File: config.mk
export PLATFORM = sky130hd
export DESIGN_NAME = gf_muls_4_masked_pipe_flat
export DESIGN_NICKNAME = d
export VERILOG_FILES = /design/src/rtl/gf_muls_4_masked_pipe_if.sv /design/src/rtl/gf_muls_4_masked_pipe.sv /design/src/flat_wrapper.sv
export SDC_FILE = /design/constraint.sdc
export NUM_CORES = 1
export LEC_CHECK = 0
export BUFFER_PORTS_ARGS = -buffer_cell sky130_fd_sc_hd__buf_2
export CAP_MARGIN = 20
export CORE_MARGIN = 5
export CORE_UTILIZATION = 48
export DETAILED_ROUTE_END_ITERATION = 16
export HOLD_SLACK_MARGIN = 0.06
export PLACE_DENSITY_LB_ADDON = 0.08
export SLEW_MARGIN = 20
export SYNTH_ARGS = -nofsm -noshare
export SYNTH_HDL_FRONTEND = slang
export SYNTH_SLANG_ARGS = --single-unit
export TNS_END_PERCENT = 20
File: constraint.sdc
create_clock -name clk -period 1.85 [get_ports clk]
set_clock_uncertainty 0.2 [all_clocks]
set_input_delay 0.2775 -clock clk [delete_from_list [all_inputs] [get_ports clk]]
set_output_delay 0.2775 -clock clk [all_outputs]
set_load 0.02 [all_outputs]
File: src/rtl/gf_muls_4_masked_pipe_if.sv
// gf_muls_4_masked_pipe_if: valid/ready streaming bus carrying LANES shared-factor operand pairs and products
interface gf_muls_4_masked_pipe_if #(parameter int LANES = 4);
  logic in_valid, in_ready, out_valid, out_ready;
  logic [9*LANES-1:0] in_a, in_b;
  logic [4*LANES-1:0] out_q;
  modport master(output in_valid, in_a, in_b, out_ready, input in_ready, out_valid, out_q);
  modport slave(input in_valid, in_a, in_b, out_ready, output in_ready, out_valid, out_q);
endinterface

File: src/rtl/gf_muls_4_masked_pipe.sv
// gf_muls_4_masked_pipe: two-stage masked GF(2^4) multiplier, basis [alpha^8, alpha^2]; GF_MULS_PIPE_ZEROIZE_EN clears idle data registers
module gf_muls_4_masked_pipe #(parameter int LANES = 4) (
  input logic clk,
  input logic rst,
  input logic flush,
  gf_muls_4_masked_pipe_if.slave bus
);
  logic s1_valid, s2_valid, adv1, adv2;
  logic [6*LANES-1:0] s1_d, pp;
  logic [4*LANES-1:0] s2_d, qq;
  function automatic logic [1:0] mul(input logic [2:0] x, input logic [2:0] y);
    logic e;
    e = x[0] & y[0];
    return {(x[2] & y[2]) ^ e, (x[1] & y[1]) ^ e};
  endfunction
  function automatic logic [1:0] mul_scl(input logic [2:0] x, input logic [2:0] y);
    logic e, m;
    e = x[0] & y[0];
    m = x[1] & y[1];
    return {m ^ e, (x[2] & y[2]) ^ m};
  endfunction
  // partial products stay unmixed until after the stage-1 register
  for (genvar i = 0; i < LANES; i++) begin : g_lane
    assign pp[6*i +: 6] = {mul(bus.in_a[9*i+3 +: 3], bus.in_b[9*i+3 +: 3]),
                           mul(bus.in_a[9*i +: 3], bus.in_b[9*i +: 3]),
                           mul_scl(bus.in_a[9*i+6 +: 3], bus.in_b[9*i+6 +: 3])};
    assign qq[4*i +: 4] = {s1_d[6*i+4 +: 2] ^ s1_d[6*i +: 2], s1_d[6*i+2 +: 2] ^ s1_d[6*i +: 2]};
  end
  assign bus.in_ready = !s1_valid || !s2_valid || bus.out_ready;
  assign adv1 = bus.in_valid && bus.in_ready;
  assign adv2 = s1_valid && (!s2_valid || bus.out_ready);
  assign bus.out_valid = s2_valid;
  assign bus.out_q = s2_d;
  always_ff @(posedge clk) begin
    if (rst || flush) begin
      s1_valid <= 1'b0;
      s2_valid <= 1'b0;
    end else begin
      s1_valid <= adv1 ? 1'b1 : adv2 ? 1'b0 : s1_valid;
      s2_valid <= adv2 ? 1'b1 : bus.out_ready ? 1'b0 : s2_valid;
    end
  end
`ifdef GF_MULS_PIPE_ZEROIZE_EN
  always_ff @(posedge clk) begin
    if (rst || flush) begin
      s1_d <= '0;
      s2_d <= '0;
    end else begin
      s1_d <= adv1 ? pp : adv2 ? '0 : s1_d;
      s2_d <= adv2 ? qq : bus.out_ready ? '0 : s2_d;
    end
  end
`else
  always_ff @(posedge clk) begin
    if (rst) begin
      s1_d <= '0;
      s2_d <= '0;
    end else if (!flush) begin
      if (adv1) s1_d <= pp;
      if (adv2) s2_d <= qq;
    end
  end
`endif
endmodule

File: src/flat_wrapper.sv
// flat-port wrapper written by rule: the top's interface ports become plain ports
module gf_muls_4_masked_pipe_flat 
#(parameter int LANES = 4)
  (clk, rst, flush, bus_in_valid, bus_in_a, bus_in_b, bus_out_ready, bus_in_ready, bus_out_valid, bus_out_q);
  gf_muls_4_masked_pipe_if #(.LANES(LANES)) bus_i ();
  input logic clk;
  input logic rst;
  input logic flush;
  input wire logic [$bits(bus_i.in_valid)-1:0] bus_in_valid;
  input wire logic [$bits(bus_i.in_a)-1:0] bus_in_a;
  input wire logic [$bits(bus_i.in_b)-1:0] bus_in_b;
  input wire logic [$bits(bus_i.out_ready)-1:0] bus_out_ready;
  output wire logic [$bits(bus_i.in_ready)-1:0] bus_in_ready;
  output wire logic [$bits(bus_i.out_valid)-1:0] bus_out_valid;
  output wire logic [$bits(bus_i.out_q)-1:0] bus_out_q;
  assign bus_i.in_valid = bus_in_valid;
  assign bus_i.in_a = bus_in_a;
  assign bus_i.in_b = bus_in_b;
  assign bus_i.out_ready = bus_out_ready;
  assign bus_in_ready = bus_i.in_ready;
  assign bus_out_valid = bus_i.out_valid;
  assign bus_out_q = bus_i.out_q;
  gf_muls_4_masked_pipe #(.LANES(LANES)) u_core (.clk(clk), .rst(rst), .flush(flush), .bus(bus_i));
endmodule
==> metrics.md <==
| Metric | Value |
|---|---|
| CP Launch Type | register |
| RR Startpoint | u_core.s1_valid |
| Initial DRC Count | 100 |
| Post-synth EDFFs | 0 |
| Worst setup path start | u_core.s1_valid |
| Synth cell count leaders | dfxtp_1, a21oi_1, xnor2_1 |
| Root Buffer | clkbuf_8 |
| FFs w/ async S/R, synth | 0% |
| Number of global-route vias before repair | 1,895 |
| Sequential power share | 47.6% |
| Max-cap violations | 0 |
| Status | finished, final reports clean |
| Placed cells | 389 |
| Post-Layout Cell Count | 398 |
| GRT Overall Usage | 16.43% |
| Die W | 78.48 um |
| Setup slack, reg-to-reg | 0.16 ns |
| Post-synthesis cell count | 255 |
| Final worst slack | 0.1601 ns |
| Pin count of the biggest net entering global routing | 29 |
| Number of detailed-routing iterations run before antenna repair | 4 |
| Setup TNS Final | 0 ns |
| Setup crit end | u_core.bus.out_q[15] |
| Top post-synthesis cells by area | dfxtp_1, xnor2_1, o221ai_1 |
| Post-layout util | 61.86% |
| Total power | 2.091 mW |
| # diodes | 0 |
| PD cells | 730.2 nW/um^2 |
| Critical-path top delay cell | dfxtp_1 |
| Worst Reg-to-Reg Cells | 5 |
| Period utilisation layout | 91.34% |
| WL final | 5138 um |
| Clk slew on worst S/H paths | 0.08 ns |
| Initial Utilization | 48.62% |
| Mapped cell area | 2251 sq um |
| Clk_lat worst skew | 0.28 ns |
| Drt drc | 0 |
| Worst R2R End | u_core.bus.out_q[15] |
| Predominant post-synthesis flop cell | dfxtp_1 |
| Clock power frac | 33.9% |
| Leakage | 1.157 nW |
| CP bufs+invs | 2 |
| Worst Tran Pin Value | 0.6513 ns |
| Syn Area/Cell | 8.827 sq um |
| Wire length per cell | 12.91 um |
| Final Hold Vio Count | 0 |
| Num CTS Buffers | 5 |
| Clock Sinks | 42 |
| Remaining antenna violation count after routing | 0 |
| Worst slew margin | 56.47% |
| Core Area | 4629 sq um |
| Share of cells above drive strength 1 | 35.47% |
| Global-route wire length before repair | 8321 um |
| Dpl ws | -0.04206 ns |
| Flop and latch count out of synthesis | 42 |
| RSZ-0062 raised after global routing | no |
| Initial antenna violation count | 0 |
| CP Class | reg -> reg |
| Yosys top cell area share | 37.35% |
| DR vias | 2,021 |
| Critical path endpoint category | register |
| Achievable Freq | 591.8 MHz |
| CP delay by family, top | buffers and inverters |
| Int Pwr | 1.552 mW |
| Height of the die | 78.48 um |
| Row Count | 25 |
| Logic gate share of total power | 18.6% |
| Clock Path Buffers | 2 |
| Crit path arrival time | 1.69 ns |
| Crit-path max cell delay | 0.41 ns |
| Vias per cell | 5.078 |
| Slew Limit Fails | 0 |
| Area grow syn2layout | 27.24% |
| DPL Wire Length | 3737 um |
| Post-CTS Setup Bufs | 0 |
| Synth warn | 0 |
| Sw Share | 25.79% |
| I/O Buffers | 94 |
| I/O Pins | 95 |
| H-tree Lvls | 2 |
| Sw power | 0.5393 mW |
| Top-count cell post-synth | dfxtp_1 |
| Gr ovfl total | 0 |
| Die area | 6159 sq um |
| Setup violations, final | 0 |
| WP data required | 1.85 ns |
| NumNets Final | 420 |
| Final GP Congestion | 0.7315 |
| CP max FO | 28 |
| Register area share after synthesis | 37.35% |
| WP depth | 5 |
| Worst IR drop on VDD | 0.0003376 V |
| Post-synth top area cell | dfxtp_1 |
| CTS tree | yes |
| Cell variety after synth | 17 |
| Crit-path cells | buf_6 -> nor2b_1 -> buf_4 -> a21oi_1 -> a211oi_1 |
| Min-delay worst type | in -> reg |
| Post-route minimum period | 1.690 ns |
| Post-synthesis net count | 332 |
-- stage by stage --
stage / cell area, sq um / hold WS [ns]
global route: 2864 / 0.09793
CTS: 2858 / 0.08108
floorplan: 2251 / 0.1568
detailed placement: 2731 / 0.2972
global placement: 2731 / 0.2936
finish: 2864 / 0.08427
-- how the worst min path moves through the flow --
stage / to / depth (start not counted) / startpoint
2_1_floorplan: u_core.bus.out_valid / 1 / flush
3_3_place_gp: u_core.s1_valid / 2 / flush
3_5_place_dp: u_core.bus.out_valid / 2 / flush
4_1_cts: u_core.s1_valid / 3 / bus_in_valid
5_1_grt: u_core.s1_valid / 3 / bus_in_valid
6_report: u_core.s1_valid / 3 / bus_in_valid
-- cell usage in the layout (no fill, tap or decap), drive strengths merged --
master	instances
a21oi	41
bufinv	1
dfxtp	42
nor2b	3
nand2	37
clkbuf	5
nor2	1
inv	1
dlygate4sd3	1
nand2b	25
a21boi	1
xnor2	40
and2	1
o221ai	24
buf	101
a211oi	16
nor3	2
clkinv	2
-- cell type report --
| cell class | count | area [sq um] |
|---|---|---|
| clock buffers | 5 | 68.82 |
| clock inverters | 3 | 40.04 |
| fillers | 433 | 1765 |
| inverters | 1 | 3.754 |
| multi-input cells | 191 | 1294 |
| flip-flops and latches | 42 | 840.8 |
| well taps | 54 | 67.56 |
| repair buffers | 102 | 549.3 |
-- registers in the layout (all words and copies together) (netlist names) --
signal,count
u_core.bus.out_q,16
u_core.bus.out_valid,1
u_core.s1_d,24
u_core.s1_valid,1
-- tightest hold or removal path, stage by stage --
cell,delay [ns]
buf_2,0.09
a21oi_1,0.04
nor3_1,0.12
-- kinds of logic (layout without fill, tap and decap cells) --
logic type      Yosys count  after routing  share of synthesized area (%)
flops                    42             42                          37.35
xor+xnor                 40             40                          15.56
buf+inv                  22            111                          5.614
compound gates           82             82                          26.51
simple gates             69             69                          14.95
-- power by group through the flow --
stage / Sequential [mW] / Clock [mW] / Combinational (mW)
final: 0.994 / 0.708 / 0.389
after CTS: 0.994 / 0.727 / 0.391
after floorplan: 1.02 / 0 / 0.243
after global routing: 1.00 / 0.763 / 0.428
after global placement: 1.01 / 0 / 0.384
after detailed placement: 1.02 / 0 / 0.385
-- layer usage --
metal | vias to the layer above | share of wire (%) | GRT usage (%)
li1 | 1077 | - | -
met1 | 877 | 48 | 22.50
met2 | 63 | 44 | 25.94
met3 | 4 | 6.1 | 3.211
met4 | 0 | 1.1 | 5.245
met5 | - | 0 | 0
-- timing repair --
item                                    CTS  global route
endpoints found under the setup margin    2             6
gates resized for setup                   1             2
hold buffers                              1             0
endpoints found under the hold margin     2             0
(Power assumes the default switching activity.)
